`src/rtl/cpu_pkg.sv`:
```
// Shared CPU types: branch condition codes, branch-unit FSM states and the condition evaluator.
package cpu_pkg;

  typedef enum logic [2:0] {
    AL = 3'd0,
    EQ = 3'd1,
    NE = 3'd2,
    LT = 3'd3,
    GE = 3'd4,
    GT = 3'd5,
    LE = 3'd6,
    NV = 3'd7
  } cond_e;

  typedef enum logic {
    IDLE = 1'b0,
    WAIT = 1'b1
  } bcu_state_e;

  // Branch taken decision from the N/Z flags.
  function automatic logic cond_taken(cond_e c, logic n, logic z);
    logic t;
    t = 1'b0;
    unique case (c)
      AL: t = 1'b1;
      EQ: t = z;
      NE: t = ~z;
      LT: t = n;
      GE: t = ~n;
      GT: t = ~n & ~z;
      LE: t = n | z;
      NV: t = 1'b0;
      default: t = 1'b0;
    endcase
    return t;
  endfunction

endpackage

```
`src/rtl/flag_pending_counter.sv`:
```
// Saturating up/down count of outstanding flag writes; err latches any over/underflow until reset.
module flag_pending_counter #(
  parameter int unsigned PEND_W = 3
) (
  input  logic              clk,
  input  logic              rst,
  input  logic              inc,
  input  logic              dec,
  output logic [PEND_W-1:0] cnt,
  output logic              err
);

  localparam logic [PEND_W-1:0] CNT_MAX = '1;

  always_ff @(posedge clk or negedge rst) begin
    if (!rst) begin
      cnt <= '0;
      err <= 1'b0;
    end else begin
      unique case ({inc, dec})
        2'b10: begin
          if (cnt == CNT_MAX) err <= 1'b1;
          else                cnt <= cnt + PEND_W'(1);
        end
        2'b01: begin
          if (cnt == '0) err <= 1'b1;
          else           cnt <= cnt - PEND_W'(1);
        end
        default: ;
      endcase
    end
  end

endmodule

```
`src/rtl/branch_cond_unit.sv`:
```
// Conditional-branch resolver: holds one branch until no flag writes are pending, then
// evaluates it against the registered N/Z flags and pulses the result to fetch.
module branch_cond_unit
  import cpu_pkg::*;
#(
  parameter int unsigned ADDR_W = 32,
  parameter int unsigned PEND_W = 3
) (
  input  logic              clk,
  input  logic              rst,
  input  logic              n_i,
  input  logic              z_i,
  input  logic              flag_set_i,
  input  logic              flag_done_i,
  input  logic              valid_i,
  output logic              ready_o,
  input  logic [2:0]        cond_i,
  input  logic [ADDR_W-1:0] target_i,
  input  logic              flush_i,
  output logic              resolve_o,
  output logic              taken_o,
  output logic [ADDR_W-1:0] target_o,
  output logic              err_o
);

  bcu_state_e        state;
  cond_e             cond_q;
  logic [ADDR_W-1:0] target_q;
  logic [PEND_W-1:0] pend_cnt;

  flag_pending_counter #(
    .PEND_W(PEND_W)
  ) u_pend (
    .clk (clk),
    .rst (rst),
    .inc (flag_set_i),
    .dec (flag_done_i),
    .cnt (pend_cnt),
    .err (err_o)
  );

  // Evaluation uses the registered count so a same-cycle final flag write is seen first.
  always_ff @(posedge clk or negedge rst) begin
    if (!rst) begin
      state     <= IDLE;
      cond_q    <= AL;
      target_q  <= '0;
      ready_o   <= 1'b1;
      resolve_o <= 1'b0;
      taken_o   <= 1'b0;
      target_o  <= '0;
    end else begin
      resolve_o <= 1'b0;
      unique case (state)
        IDLE: begin
          if (valid_i && ready_o) begin
            cond_q   <= cond_e'(cond_i);
            target_q <= target_i;
            state    <= WAIT;
            ready_o  <= 1'b0;
          end
        end
        WAIT: begin
          if (flush_i) begin
            state   <= IDLE;
            ready_o <= 1'b1;
          end else if (pend_cnt == '0) begin
            taken_o   <= cond_taken(cond_q, n_i, z_i);
            target_o  <= target_q;
            resolve_o <= 1'b1;
            state     <= IDLE;
            ready_o   <= 1'b1;
          end
        end
        default: begin
          state   <= IDLE;
          ready_o <= 1'b1;
        end
      endcase
    end
  end

endmodule

```
`config.mk`:
```
export PLATFORM = sky130hd
export DESIGN_NAME = branch_cond_unit
export DESIGN_NICKNAME = d
export VERILOG_FILES = /design/src/rtl/cpu_pkg.sv /design/src/rtl/flag_pending_counter.sv /design/src/rtl/branch_cond_unit.sv
export SDC_FILE = /design/constraint.sdc
export NUM_CORES = 1
export LEC_CHECK = 0
export CORE_ASPECT_RATIO = 0.8
export CORE_MARGIN = 10
export CORE_UTILIZATION = 48
export CTS_BUF_LIST = sky130_fd_sc_hd__clkbuf_16
export CTS_CLUSTER_DIAMETER = 150
export DETAILED_ROUTE_END_ITERATION = 10
export PLACE_DENSITY_LB_ADDON = 0.1
export SLEW_MARGIN = 10
export SYNTH_ARGS = -nofsm -noshare
export SYNTH_HDL_FRONTEND = slang
export SYNTH_SLANG_ARGS = --single-unit
```
`constraint.sdc`:
```
create_clock -name clk -period 1.7 [get_ports clk]
set_input_delay 0.34 -clock clk [delete_from_list [all_inputs] [get_ports clk]]
set_output_delay 0.34 -clock clk [all_outputs]
set_load 0.1 [all_outputs]
```
### Word level (Yosys, flattened, before mapping)

Cells that the tools add are included.

| storage, ports and cells | value |
|---|---|
| word-level logic and storage cells | 59 |
| output and inout port bits | 36 |
| flip-flop bits (word level) | 75 |

| cells by class | value |
|---|---|
| bitwise gates (word level) | 6 |
| equality and inequality tests | 16 |
| multiplexer cells | 17 |
| reductions and logical operators | 9 |
| add/subtract/negate cells | 2 |

Operator list:

| operator | count |
|---|---|
| 3-bit equality test, second input constant | 5 |
| 1-bit 2-to-1 mux | 10 |
| 3-bit AND reduction | 3 |
| 2-bit != test, second input constant | 4 |
| 1-bit case mux with 8 select lines | 1 |
| 3-bit by 2-bit equality test with 1-bit output, second input constant | 2 |
| 3-bit zero test | 2 |
| 3-bit 2-to-1 mux | 2 |
| 1-bit case mux with 2 select lines | 3 |
| 3-bit case mux with 2 select lines | 1 |
| 1-bit inverter | 4 |
| 2-bit AND reduction | 2 |
| 3-bit by 1-bit adder with 3-bit output, second input constant | 1 |
| 3-bit by 1-bit equality test with 1-bit output, second input constant | 1 |
| 3-bit by 2-bit != test with 1-bit output, second input constant | 1 |
| 3-bit by 1-bit subtractor with 3-bit output, second input constant | 1 |
| 2-bit by 1-bit equality test with 1-bit output, second input constant | 1 |
| 2-bit equality test, second input constant | 1 |
| 2-bit by 1-bit != test with 1-bit output, second input constant | 1 |
| 2-bit nonzero test | 1 |
| 1-bit AND | 1 |
| 1-bit logical AND | 1 |
| 1-bit OR | 1 |

### Longest topological paths before layout

| depth | value |
|---|---|
| depth in word-level cells | 4 |
| mapped depth | 7 |
| mapped depth without buffers | 7 |

### Hierarchy

From an unflattened synthesis, not the netlist that was laid out.

| unflattened totals | value |
|---|---|
| cells, all modules | 206 |
| area total of the unflattened synthesis | 3118.0 um^2 |

Modules (own cells, without submodules):

| module | times used | cells an instance | area an instance (um^2) | sequential area each (um^2) |
|---|---|---|---|---|
| branch_cond_unit | 1 | 168 | 2755.1 | 1778.0 |
| flag_pending_counter | 1 | 38 | 362.8 | 100.1 |

### Worst setup path before layout

No wires, ideal clock.

| timing path | value |
|---|---|
| kind | reg2reg |
| start | register ready_o |
| end | register cond_q[0] |
| period minus slack after synthesis | 1.694 ns |
| data arrival time | 1.569 ns |
| data required time | 1.575 ns |
| library setup time | 0.125 ns |
| slack | 0.006 ns |
| stages on the path, launching flop included | 5 |
| buffers on the path | 2 |
| cell sequence | dfstp_2 nand3b_1 buf_2 buf_4 mux2_2 |

| between the ends | value |
|---|---|
| cells in the longest elaborated chain, start to end | 2 |

Ends and longest elaborated chain:

| item | RTL line | source |
|---|---|---|
| from (decl) | branch_cond_unit.sv:16 | `output logic ready_o,` |
| from (signal assigned) | branch_cond_unit.sv:48 | `ready_o <= 1'b1;` |
| from (signal assigned) | branch_cond_unit.sv:60 | `ready_o <= 1'b0;` |
| from (signal assigned) | branch_cond_unit.sv:66 | `ready_o <= 1'b1;` |
| 1-bit logical AND | branch_cond_unit.sv:56 | `if (valid_i && ready_o) begin` |
| 2-bit AND reduction (no source line) | n/a |  |
| to (signal assigned) | branch_cond_unit.sv:57 | `cond_q <= cond_e'(cond_i);` |
| to (decl) | branch_cond_unit.sv:27 | `cond_e cond_q;` |

No other way between the ends.
A chain may end at the register's enable or synchronous reset.

### Final worst setup path

| timing path | value |
|---|---|
| start | input port flag_set_i |
| end | register u_pend.cnt[2] |

| between the ends | value |
|---|---|
| cells in the longest elaborated chain, start to end | 3 |

Ends and longest elaborated chain:

| item | RTL line | source |
|---|---|---|
| from (decl) | branch_cond_unit.sv:13 | `input logic flag_set_i,` |
| 2-bit equality test or 2-bit by 1-bit equality test with 1-bit output (tied branches) | flag_pending_counter.sv:20 | `unique case ({inc, dec})` |
| 2-bit != test (no source line) or 2-bit nonzero test (tied branches) | n/a |  |
| 3-bit AND reduction (no source line) | n/a |  |
| to (signal assigned) | flag_pending_counter.sv:23 | `else cnt <= cnt + PEND_W'(1);` |
| to (signal assigned) | flag_pending_counter.sv:27 | `else cnt <= cnt - PEND_W'(1);` |
| to (decl) | flag_pending_counter.sv:9 | `output logic [PEND_W-1:0] cnt,` |

Parallel ways exist; a longest one is shown, timed or not.

==> flow_summary.ini <==
[routing]
drtIter0Drc = 24
vias = 1821
ant_nets = 0
routed_wl_um = 6330
first_pass_iters = 4
drc = 0
wl_per_cell_um = 17.1
avgViaCountPerCell = 4.91

[synthesis]
ys_ff_latch = 75
synth_top_area_frac = 0.602
netlist.top_cell.by_area = dfrtp_1
synth_area_per_cell_sq_um = 16.1
synth_area_sq_um = 3080
synth_cell_types = 28
synth_edf_count = 0
syn_nets = 237
synth_common_cells = 74 x dfrtp_1, 40 x mux2_2, 27 x mux2_4
ys_warn_count = 0
yosys-top-cells-area = dfrtp_1 60%, mux2_2 15%, mux2_4 13%, buf_6 1.1%, dfstp_2 0.85%
ys.flop_type = dfrtp_1
synth_most_common_cell = dfrtp_1
syn_inst = 191
synthArstFlopShare = 1.00
synth-seq-area-share = 0.610

[global_routing]
use_met1 = 0.158
grt_util_met3 = 0.0664
track_usage = 0.138
grt_max_degree = 30
grt_pass1_wl_um = 10900
overflow = 0
antenna_found_initial = 0
top_usage_layer = met2
first_global_vias = 2065
grtUsageMet2 = 0.225

[cts]
clkTransAtPathRegs_ps = 50
tritoncts = yes
cts_max_path_buffers = 2
post-cts-setup-buffers = 0
clkLatencyLatePin_ps = 320
clock-root-buffer = clkbuf_16
h-tree-depth = 3
numCtsBuffers = 9
clkSinkCount = 75

[floorplanning]
pin_count = 79
dieArea_sq_um = 10000
die_x_um = 110
coreArea_sq_um = 6310
initial_core_util = 0.488
die_y_um = 91.6
num_rows = 26

[power_and_ir_drop]
power_uw = 3940
leakage_uw = 0.00236
peakVddDrop_mv = 0.512
p_per_area_nw_per_um2 = 848

[worst_setup_path]
endpoint_kind = register
crit_path_start_kind = primary input
cp_max_fo = 2
cp.arrival_ps = 1770
crit_type = primary input to register
cp.required_ps = 1900

[timing]
fin_crit_sh = 0.923
setup_viol = 0
worstMarginPinSlew_ps = 367
fin_tns_setup_ps = 0
hold_viol = 0
maxSlewHeadroom = 0.756
report.final.slew_viol_count = 0
finalClockSkew_ps = 4.09
period_minus_slack_ps = 1570
max_freq_mhz = 637

[flow_run]
maxCapViolCount = 0

[cells_and_area]
syn2layout_area_growth_pct = 51.0
num-fill-cells = 416
drive_gt1_frac = 0.453
fin_nets = 329
diodes = 0

[run_status]
outcome = completed

[placement]
hpwl_um = 4720
io_buffers = 78
routabilityCongestion = 0.808

[hold_path]
hold_class = register to register
==> metal layers <==
metal | vias to the layer above | share of wire
li1 | 849 | -
met1 | 913 | 0.41
met2 | 55 | 0.50
met3 | 4 | 0.077
met4 | 0 | 0.0074
met5 | - | 0
==> sequential cells by signal (all words and copies together) (netlist names) <==
register and cells:
cond_q 3, ready_o 1, resolve_o 1, state 1, taken_o 1, target_o 32
target_q 32, u_pend.cnt 3, u_pend.err 1
==> stage by stage <==
step	instance area (sq um)	hold WS [ps]	cells	util	setup slack, ps
global route	4650	506	371	0.736	-1.33
finish	4650	493	371	0.736	131
CTS	4640	494	371	0.735	62.0
floorplan	3080	44.4	191	-	5.99
global placement	4380	285	355	0.693	-244
detailed placement	4380	283	355	0.693	-272
==> worst max-delay path, stage by stage <==
cell and delay (ps):
clkdlybuf4s50_1 430, inv_1 70, ha_1 160, inv_1 70, fa_2 350, xnor2_1 150, nand2_1 80, xnor2_1 130
==> cell families (layout without fill, tap and decap cells) <==
kind of cell / Yosys count / count (layout) / synth area share
adder cells (fa/ha/maj): 3 / 3 / 0.0146
buffers and inverters: 14 / 110 / 0.0285
flip-flops: 75 / 75 / 0.610
XOR/XNOR: 2 / 2 / 0.00569
AND/OR/NAND/NOR: 16 / 16 / 0.0346
multiplexers: 67 / 67 / 0.278
AO/OA/AOI/OAI: 14 / 14 / 0.0281
==> cell usage in the layout, fill, tap and decap left out, types with 4 or more instances in the layout <==
cell type	count
nand2_1	6
inv_1	9
dfrtp_1	74
o21ai_0	4
buf_12	40
mux2_2	40
mux2_4	27
clkbuf_16	9
clkdlybuf4s50_1	41
buf_4	6
==> final cells by class <==
class / instances / area (sq um) / share of cell area
multi-input combinational: 102 / 1120 / 0.241
sequential: 75 / 1880 / 0.404
clock inverter: 6 / 26.3 / 0.00566
timing repair buffer: 88 / 1270 / 0.273
inverter: 7 / 26.3 / 0.00566
tap: 84 / 105 / 0.0226
clock buffer: 9 / 225 / 0.0485
==> power by group <==
part           switching [uW]  internal (uW)
Clock                     637            954
Sequential               66.7           1830
Combinational             225            223
==> worst paths after layout <==
path,from,end,slack (ps),depth (start not counted)
setup / recovery,flag_set_i,u_pend.cnt[2],130,8
hold / removal,target_q[21],target_o[21],490,1
setup reg to reg,u_pend.cnt[0],target_o[19],270,4
hold reg to reg,target_q[21],target_o[21],490,1
max in group asynchronous,rst,target_q[7],660,3
min in group asynchronous,rst,target_q[10],500,2
==> timing repair <==
action / in CTS / in global routing
gates resized for setup: 0 / 2
endpoints found under the hold margin: 25 / 0
hold buffers: 1 / 0
endpoints found under the setup margin: 0 / 2
(Power assumes the default switching activity.)
